--- src/rtl/multicycle_control_fsm.sv ---
// Multi-cycle sequencer for the non-pipelined MIPS core: one-hot phase bus,
// per-phase control strobes decoded from (state, latched op), retire counter.
module multicycle_control_fsm #(
  parameter int unsigned ImemDepth = 135,
  parameter logic [5:0]  HaltOp    = 6'b111111
) (
  input  logic        clk_i,
  input  logic        reset_i,
  input  logic        start_i,
  input  logic [5:0]  opcode_i,
  input  logic [31:0] pc_addr_i,
  output logic [5:0]  state_o,
  output logic        pc_write_o,
  output logic        pc_write_cond_o,
  output logic        mem_read_o,
  output logic        mem_write_o,
  output logic        reg_write_o,
  output logic        mem_to_reg_o,
  output logic        reg_dst_o,
  output logic        alu_src_o,
  output logic [1:0]  alu_op_o,
  output logic        halted_o,
  output logic        fault_o,
  output logic [31:0] instr_count_o
);

  localparam logic [5:0] StIdle   = 6'b000001;
  localparam logic [5:0] StFetch  = 6'b000010;
  localparam logic [5:0] StDecode = 6'b000100;
  localparam logic [5:0] StExec   = 6'b001000;
  localparam logic [5:0] StMem    = 6'b010000;
  localparam logic [5:0] StWb     = 6'b100000;

  localparam logic [5:0] OpR    = 6'b000000;
  localparam logic [5:0] OpJ    = 6'b000010;
  localparam logic [5:0] OpBeq  = 6'b000100;
  localparam logic [5:0] OpAddi = 6'b001000;
  localparam logic [5:0] OpLw   = 6'b100011;
  localparam logic [5:0] OpSw   = 6'b101011;

  logic [5:0]  state_q, state_d;
  logic [5:0]  op_q, op_d;
  logic        halted_q, halted_d;
  logic        fault_q, fault_d;
  logic [31:0] count_q, count_d;
  logic        retire;

  always_comb begin
    state_d  = StIdle;
    op_d     = op_q;
    halted_d = halted_q;
    fault_d  = fault_q;
    retire   = 1'b0;
    case (state_q)
      StIdle: begin
        state_d = (start_i && !halted_q) ? StFetch : StIdle;
      end
      StFetch: begin
        if (pc_addr_i >= 32'(ImemDepth)) begin
          fault_d  = 1'b1;
          halted_d = 1'b1;
          state_d  = StIdle;
        end else begin
          op_d    = opcode_i;
          state_d = StDecode;
        end
      end
      StDecode: begin
        if (op_q == OpJ) begin
          retire  = 1'b1;
          state_d = StFetch;
        end else if (op_q == HaltOp) begin
          halted_d = 1'b1;
          retire   = 1'b1;
          state_d  = StIdle;
        end else if (op_q == OpR || op_q == OpLw || op_q == OpSw ||
                     op_q == OpBeq || op_q == OpAddi) begin
          state_d = StExec;
        end else begin
          fault_d  = 1'b1;
          halted_d = 1'b1;
          state_d  = StIdle;
        end
      end
      StExec: begin
        if (op_q == OpBeq) begin
          retire  = 1'b1;
          state_d = StFetch;
        end else if (op_q == OpLw || op_q == OpSw) begin
          state_d = StMem;
        end else if (op_q == OpR || op_q == OpAddi) begin
          state_d = StWb;
        end
      end
      StMem: begin
        if (op_q == OpLw) begin
          state_d = StWb;
        end else if (op_q == OpSw) begin
          retire  = 1'b1;
          state_d = StFetch;
        end
      end
      StWb: begin
        retire  = 1'b1;
        state_d = StFetch;
      end
      // Illegal one-hot encodings fall back to IDLE.
      default: state_d = StIdle;
    endcase
    count_d = count_q + {31'd0, retire};
  end

  always_ff @(posedge clk_i) begin
    if (reset_i) begin
      state_q  <= StIdle;
      op_q     <= 6'd0;
      halted_q <= 1'b0;
      fault_q  <= 1'b0;
      count_q  <= 32'd0;
    end else begin
      state_q  <= state_d;
      op_q     <= op_d;
      halted_q <= halted_d;
      fault_q  <= fault_d;
      count_q  <= count_d;
    end
  end

  // Strobes depend only on registered state and op, never on opcode_i.
  always_comb begin
    pc_write_o      = 1'b0;
    pc_write_cond_o = 1'b0;
    mem_read_o      = 1'b0;
    mem_write_o     = 1'b0;
    reg_write_o     = 1'b0;
    mem_to_reg_o    = 1'b0;
    reg_dst_o       = 1'b0;
    alu_src_o       = 1'b0;
    alu_op_o        = 2'b00;
    case (state_q)
      StDecode: begin
        pc_write_o = (op_q == OpJ);
      end
      StExec: begin
        if (op_q == OpR) begin
          alu_op_o = 2'b10;
        end else if (op_q == OpLw || op_q == OpSw || op_q == OpAddi) begin
          alu_src_o = 1'b1;
        end else if (op_q == OpBeq) begin
          alu_op_o        = 2'b01;
          pc_write_cond_o = 1'b1;
        end
      end
      StMem: begin
        if (op_q == OpLw) begin
          mem_read_o = 1'b1;
        end else if (op_q == OpSw) begin
          mem_write_o = 1'b1;
          pc_write_o  = 1'b1;
        end
      end
      StWb: begin
        reg_write_o  = 1'b1;
        pc_write_o   = 1'b1;
        reg_dst_o    = (op_q == OpR);
        mem_to_reg_o = (op_q == OpLw);
      end
      default: ;
    endcase
  end

  assign state_o       = state_q;
  assign halted_o      = halted_q;
  assign fault_o       = fault_q;
  assign instr_count_o = count_q;

endmodule

--- config.mk ---
export PLATFORM = sky130hd
export DESIGN_NAME = multicycle_control_fsm
export DESIGN_NICKNAME = d
export VERILOG_FILES = /design/src/rtl/multicycle_control_fsm.sv
export SDC_FILE = /design/constraint.sdc
export NUM_CORES = 1
export LEC_CHECK = 0
export ABC_AREA = 1
export CAP_MARGIN = 10
export CORE_MARGIN = 1.5
export CORE_UTILIZATION = 49
export DETAILED_ROUTE_END_ITERATION = 16
export PLACE_DENSITY_LB_ADDON = 0.1
export SLEW_MARGIN = 40
export SYNTH_ARGS = -nofsm -noshare
export SYNTH_HDL_FRONTEND = slang
export SYNTH_SLANG_ARGS = --single-unit
--- constraint.sdc ---
create_clock -name clk_i -period 6.65 [get_ports clk_i]
set_input_delay 1.33 -clock clk_i [delete_from_list [all_inputs] [get_ports clk_i]]
set_output_delay 1.33 -clock clk_i [all_outputs]
set_load 0.05 [all_outputs]
Word level (Yosys, flattened, before mapping)
Index checks and enable logic that the tools add are counted.

storage, ports and cells
  output and inout port bits = 50
  input port bits = 41
  word-level logic and storage cells = 81
  flip-flop bits (word level) = 46

operators by class
  bitwise logic cells = 1
  magnitude comparators = 1
  equal/unequal tests = 17
  multiplexer cells = 42
  reduce and logical (&&, ||, !) cells = 14
  add/subtract/negate cells = 1

operators with widths
  kind                                                                number
  case mux 6 bit (6 select lines)                                     1
  adder 32 x 1 -> 32 bit                                              1
  greater-or-equal comparator 32 x 8 -> 1 bit, second input constant  1
  2-to-1 mux 1 bit                                                    25
  equality test 6 bit, second input constant                          4
  2-to-1 mux 6 bit                                                    4
  equality test 6 x 2 -> 1 bit, second input constant                 2
  equality test 6 x 3 -> 1 bit, second input constant                 2
  equality test 6 x 4 -> 1 bit, second input constant                 2
  2-to-1 mux 4 bit                                                    3
  2-to-1 mux 2 bit                                                    4
  inequality test 2 bit, second input constant                        4
  logical OR 1 bit                                                    7
  equality test 6 x 1 -> 1 bit, second input constant                 1
  equality test 6 x 5 -> 1 bit, second input constant                 1
  logical NOT 6 bit                                                   1
  AND reduction 5 bit                                                 1
  case mux 1 bit (2 select lines)                                     2
  case mux 1 bit (4 select lines)                                     1
  AND reduction 4 bit                                                 1
  2-to-1 mux 3 bit                                                    1
  inequality test 3 bit, second input constant                        1
  case mux 1 bit (3 select lines)                                     1
  AND reduction 2 bit                                                 1
  other kinds (4)                                                     4

Depth between registers and ports, before layout
  depth in word-level cells = 9
  depth in mapped cells = 17

Worst setup path before layout
OpenSTA, ideal clock, no wires.

  kind = register to output
  from = register state_q[1] (netlist: state_o[1])
  to = output port reg_dst_o
  arrival = 2410 ps
  path buffers = 0
  path slack = 2910 ps
  cell stages (with the launch flop) = 6
  path through = dfxtp_1 -> nor2_1 -> nand2_1 -> nor2_1 -> inv_1 -> nor2_1

on the way
  word-level cells in the longest chain between the ends = 2

ends and longest elaborated chain
  item                    RTL line  RTL
  start, declared         41        logic [5:0] state_q, state_d;
  start signal, assigned  115       state_q <= StIdle;
  start signal, assigned  121       state_q <= state_d;
  equality test 6 bit     140       case (state_q)
  2-to-1 mux 1 bit        140
  end, declared           19        output logic reg_dst_o,

No other way between the ends.

Final worst setup path
  from = register state_q[4] (netlist: state_o[4])
  to = output port pc_write_o

on the way
  word-level cells in the longest chain between the ends = 2

ends and longest elaborated chain
  item                                               RTL line  RTL
  equality test 6 bit, or another cell as far along  140
  case mux 1 bit (3 select lines) (*)                140
  end, declared                                      13        output logic pc_write_o,

Mark *: on every way between the ends. The rest lies on a longest branch, timed or not.

==> reports/results.ini <==
[final_layout]
antennaDiodeCount = 0
n_fill_cell = 443
area_growth_syn_to_layout_pct = 43.2
final_common_cell = nor2_1
drive_gt1_share_pct = 4.60
stdcell_area_um2 = 3680
layout_common_cells = 94 x nor2_1, 90 x clkdlybuf4s50_1, 81 x nand2_1
nets = 542

[sta]
rsz0062_at_grt = false
setup_viol = 0
clock_skew_ps = 6.53
period_needed_ps = 3630
final_hold_viol_count = 0
worst_pin_slew_ps = 605
max_freq_mhz = 276
fin_crit_sh_pct = 54.5
slew_headroom_pct = 59.6
setup_tns_ps = 0
finalMaxSlewViolations = 0

[clock_tree]
cts_sinks = 46
cts_tree = built
clk_pin_slew_ps = 90
cts-root-buf = clkbuf_8
htree_levels = 2
cts_made_buffers = 5
cts_hold_buf = 0
clk_path_buf_depth = 2
clk_latency_ps = 300
cts_setup_buffers = 0
cts_resized = 0

[grt]
track_usage_pct = 25.3
grt_first_pass_wirelength_um = 11100
grt_pass1_vias = 2568
grt_max_degree = 26
antenna_found_initial = 0
grt_overflow = 0

[synthesis]
ys_ff_latch = 46
synth_cells = 407
yosys_warnings = 0
synth.avg_cell_area_um2 = 6.32
synth-seq-area-share_pct = 35.8
syn_area_um2 = 2570
ys_types = 30
synth_fp_nets = 450

[worst_setup_path]
critPathMaxFanout = 6
crit_type = reg -> out
reg2reg_depth = 16
slowest_delay_ps = 800
cp_cell_sequence = nor2_1 > nand4_1 > inv_1 > nand2_1 > nand2_1 > clkdlybuf4s50_1
worstReg2RegEnd = instr_count_o[22]
crit_arrival_ps = 2300
ff2ff_setup_slack_ps = 3800
path_common_cell = nand2_1
crit_end = pc_write_o
required_ps = 5320
crit_start = state_o[4]
crit_path_top_delay_cell = clkdlybuf4s50_1
worstSetupEndpointType = output port
r2r_start = state_o[4]
startpoint_type = flop

[floorplanning]
initial_core_util_pct = 50.7
fp-row-count = 26
core_area_um2 = 5070
dieArea_um2 = 5690
die_height_um = 75.4
io_pins = 91
fp.dieW_um = 75.4

[power_and_ir_drop]
power_density_nw_per_um2 = 161
vdd_drop_max_uv = 119
p_leak_uw = 0.00142

[placement]
numPortBuffers = 90
dpl.hpwl_um = 5680
place_area_um2 = 3540
gp_congestion = 0.877

[drt]
ant_nets = 0
drt-total-wl_um = 7160
routed_via_density = 5.20
wire_per_inst_um = 12.6
drc = 0
drt_first_pass_iters = 5
dr.first_iter.drc_count = 167
via_count = 2966

[min_path]
hp-class = reg -> reg

[job]
cap_viol_max_count = 0

[outcome]
status = complete, no violations

-- logic make-up (layout without fill, tap and decap cells) --
| logic type | Yosys count | count (layout) | synth area share (%) |
|---|---|---|---|
| AOI/OAI and AO/OA | 46 | 46 | 9.54 |
| adders and majority gates | 2 | 2 | 0.973 |
| DFF | 46 | 46 | 35.8 |
| and+or+nand+nor | 246 | 246 | 43.1 |
| buffers and inverters | 64 | 157 | 9.59 |
| xor gates and xnor gates | 3 | 3 | 1.02 |
-- critical path: cells and delay by family, from the launching register on --
kind / cells / cell delay [ps]
flip-flops: 1 / 340
buffers and inverters: 2 / 950
AND/OR/NAND/NOR: 4 / 710
-- cell type report --
cell class	count	area (um2)	share of cell area (%)
inverter	58	219	5.95
tap	70	87.6	2.38
timing repair buffer	91	908	24.7
multi-input combinational	297	1400	38.1
clock buffer	6	82.6	2.24
sequential	46	921	25.0
clock inverter	2	60.1	1.63
-- flip-flops by register name (all words and copies together), names as in the netlist --
register / cells
instr_count_o: 32
fault_o: 1
op_q: 6
state_o: 6
halted_o: 1
-- worst min-delay path by stage --
stage	from	slack [ps]	cells after the start	end
floorplan	op_q[5]	490	2	op_q[5]
global placement	fault_o	450	2	fault_o
detailed placement	fault_o	470	2	fault_o
CTS	fault_o	480	2	fault_o
global route	fault_o	520	2	fault_o
finish	fault_o	480	2	fault_o
-- cells in the mapped netlist --
master	instances	area share [%]
nor2_1	94	14
nand2_1	81	12
inv_1	57	8.3
dfxtp_1	46	36
nand3_1	24	4.7
a21oi_1	22	4.3
o21ai_0	18	3.5
nand4_1	15	3.6
nor3_1	14	2.7
clkbuf_1	4	0.58
nand2_2	3	0.73
nand3b_1	3	0.88
xor2_1	3	1.0
and3_1	2	0.49
ha_1	2	0.97
nor2_2	2	0.49
nor2_4	2	0.88
nor3_2	2	0.78
o21a_1	2	0.58
a211oi_1	1	0.29
a311oi_1	1	0.34
a31oi_1	1	0.24
buf_2	1	0.19
buf_4	1	0.29
clkinv_2	1	0.19
nand2_4	1	0.44
nand3_4	1	0.68
nor3_4	1	0.63
nor3b_2	1	0.49
o211ai_1	1	0.29
-- per-layer routing --
layer / part of all wire (%) / track usage (%)
met2: 45 / 42.5
met5: 0 / 0
met1: 45 / 32.8
met4: 1.3 / 8.53
met3: 8.9 / 4.63
-- through the flow --
stage	hold slack, ps	util, %	setup WS, ps	power, uW	cells
2_1_floorplan	494	-	2910	308	407
3_3_place_gp	455	69.7	3370	340	562
3_5_place_dp	470	69.7	3380	340	562
4_1_cts	482	72.6	3050	595	570
5_1_grt	517	72.6	2870	614	570
6_report	479	72.6	3020	592	570
-- power by group --
| part | switching, uW | total [uW] | internal (uW) |
|---|---|---|---|
| combinational | 25.2 | 55.2 | 30.0 |
| clock | 97.8 | 258 | 160 |
| sequential | 1.45 | 278 | 277 |
Power figures use the tool's default switching activity.
==> RTL edit (same flow settings) <==
Put one more register stage on the output `instr_count_o`, with the module's reset. The value now appears one clock later. The other outputs are not delayed to match.
--- a/src/rtl/multicycle_control_fsm.sv
+++ b/src/rtl/multicycle_control_fsm.sv
@@ -174,3 +174,9 @@
   assign fault_o       = fault_q;
-  assign instr_count_o = count_q;
+  always_ff @(posedge clk_i) begin
+    if (reset_i) begin
+      instr_count_o <= '0;
+    end else begin
+      instr_count_o <= count_q;
+    end
+  end
 
Formal check against the unedited RTL: not equivalent (a bounded check fails within 4 cycles, from zero or initial values and one cycle with reset_i high).
==> RTL edit against the original RTL <==
Sequential share of layout area is 8.6 points higher. Sequential power up 69%. Count of clock-buffer cells in the layout increased by 6. Sequential cell count increased by 32. Worst setup slack got worse by 65 ps. Routed wire length rose by 23%. Register-to-register slack lost 60 ps. Cell area grew 26%. Total power is 58% higher. Via count up 13%. Synthesized area rose by 34%. Worst hold slack worse by 47 ps. Synthesized cell count rose by 20%. Critical endpoint is now alu_src_o. Highest routed layer unchanged.
==> RTL edit: results <==
group,metric,value,unit
run_status,outcome,"finished clean",
critical_path,rr_endpoint,"count_q[18]",
min_path,holdPathEnd,"instr_count_o[0]",
synth,synth_common_cells,"nor2_1 (113), nand2_1 (87), dfxtp_1 (78), inv_1 (57), nand3_1 (31)",
synth,syn_inst,487,
power,worst_ir_drop_vdd,140,µV
clock_tree,clock_latency,360,ps
critical_path,rr_worst_depth,14,
drt,avgRoutedWirePerCell,13.0,µm
layout,final_cells,679,
layout,seq_share,0.336,
layout,clk_share,0.0501,
layout,nonClockBufferCount,90,
critical_path,arrival,2360,ps
power,total_power,936,µW
critical_path,crit_path_max_incr_delay,840,ps
layout,inverters,65,
synth,synthAdderAreaFrac,0.00729,
floorplan,rows,30,
drt,drt_first_iter_violations,202,
timing,slew_headroom,0.583,
drt,met3WireLength,594,µm
layout,num-multi-input-gates,334,
placed_design,gp_congestion,0.893,
global_route,grt_pass1_vias,3110,
power,pg_clk,409,µW
global_route,grt_max_degree,56,
timing,tightest_slew,625,ps
placed_design,dp_hpwl,6.62,mm
layout,final.fill_count,594,
layout,drive_gt1_frac,0.0772,
layout,fin_nets,621,
drt,routed_via_density,4.95,
synth,synth_compound_area_frac,0.0824,
drt,wl_met1,4.00,mm
global_route,grt_pass1_wl,14.2,mm
synth,yosysSeqAreaShare,0.455,
drt,met2WireLength,4.06,mm
critical_path,r2r_setup_slack,3740,ps
power,p_int,732,µW
power,p_leak,1.74,nW
-- RTL edit: cell types whose count changed after synthesis, sizes merged, moves of 3 or more --
cell   before  now
nand2      85   88
a21oi      22   28
nand3      25   32
buf         2    6
inv        57   65
nor2       98  122
nand4      15   10
nor3       17   21
o21ai      18   24
dfxtp      46   78
-- RTL edit: worst max path at each step --
stage                           from          to  slack, ps  cells past startpoint
after floorplan           state_o[3]  pc_write_o       2940                      7
after global placement    state_o[4]   alu_src_o       3390                      4
after detailed placement  state_o[4]   alu_src_o       3320                      4
after CTS                 state_o[1]   alu_src_o       2940                      4
after global routing      state_o[3]  pc_write_o       2840                      8
final                     state_o[1]   alu_src_o       2960                      4
-- RTL edit: routing by layer --
metal / track usage / up-vias
li1: - / 1720
met1: 0.314 / 1526
met2: 0.399 / 104
met3: 0.0571 / 12
met4: 0.0953 / 0
met5: 0 / -
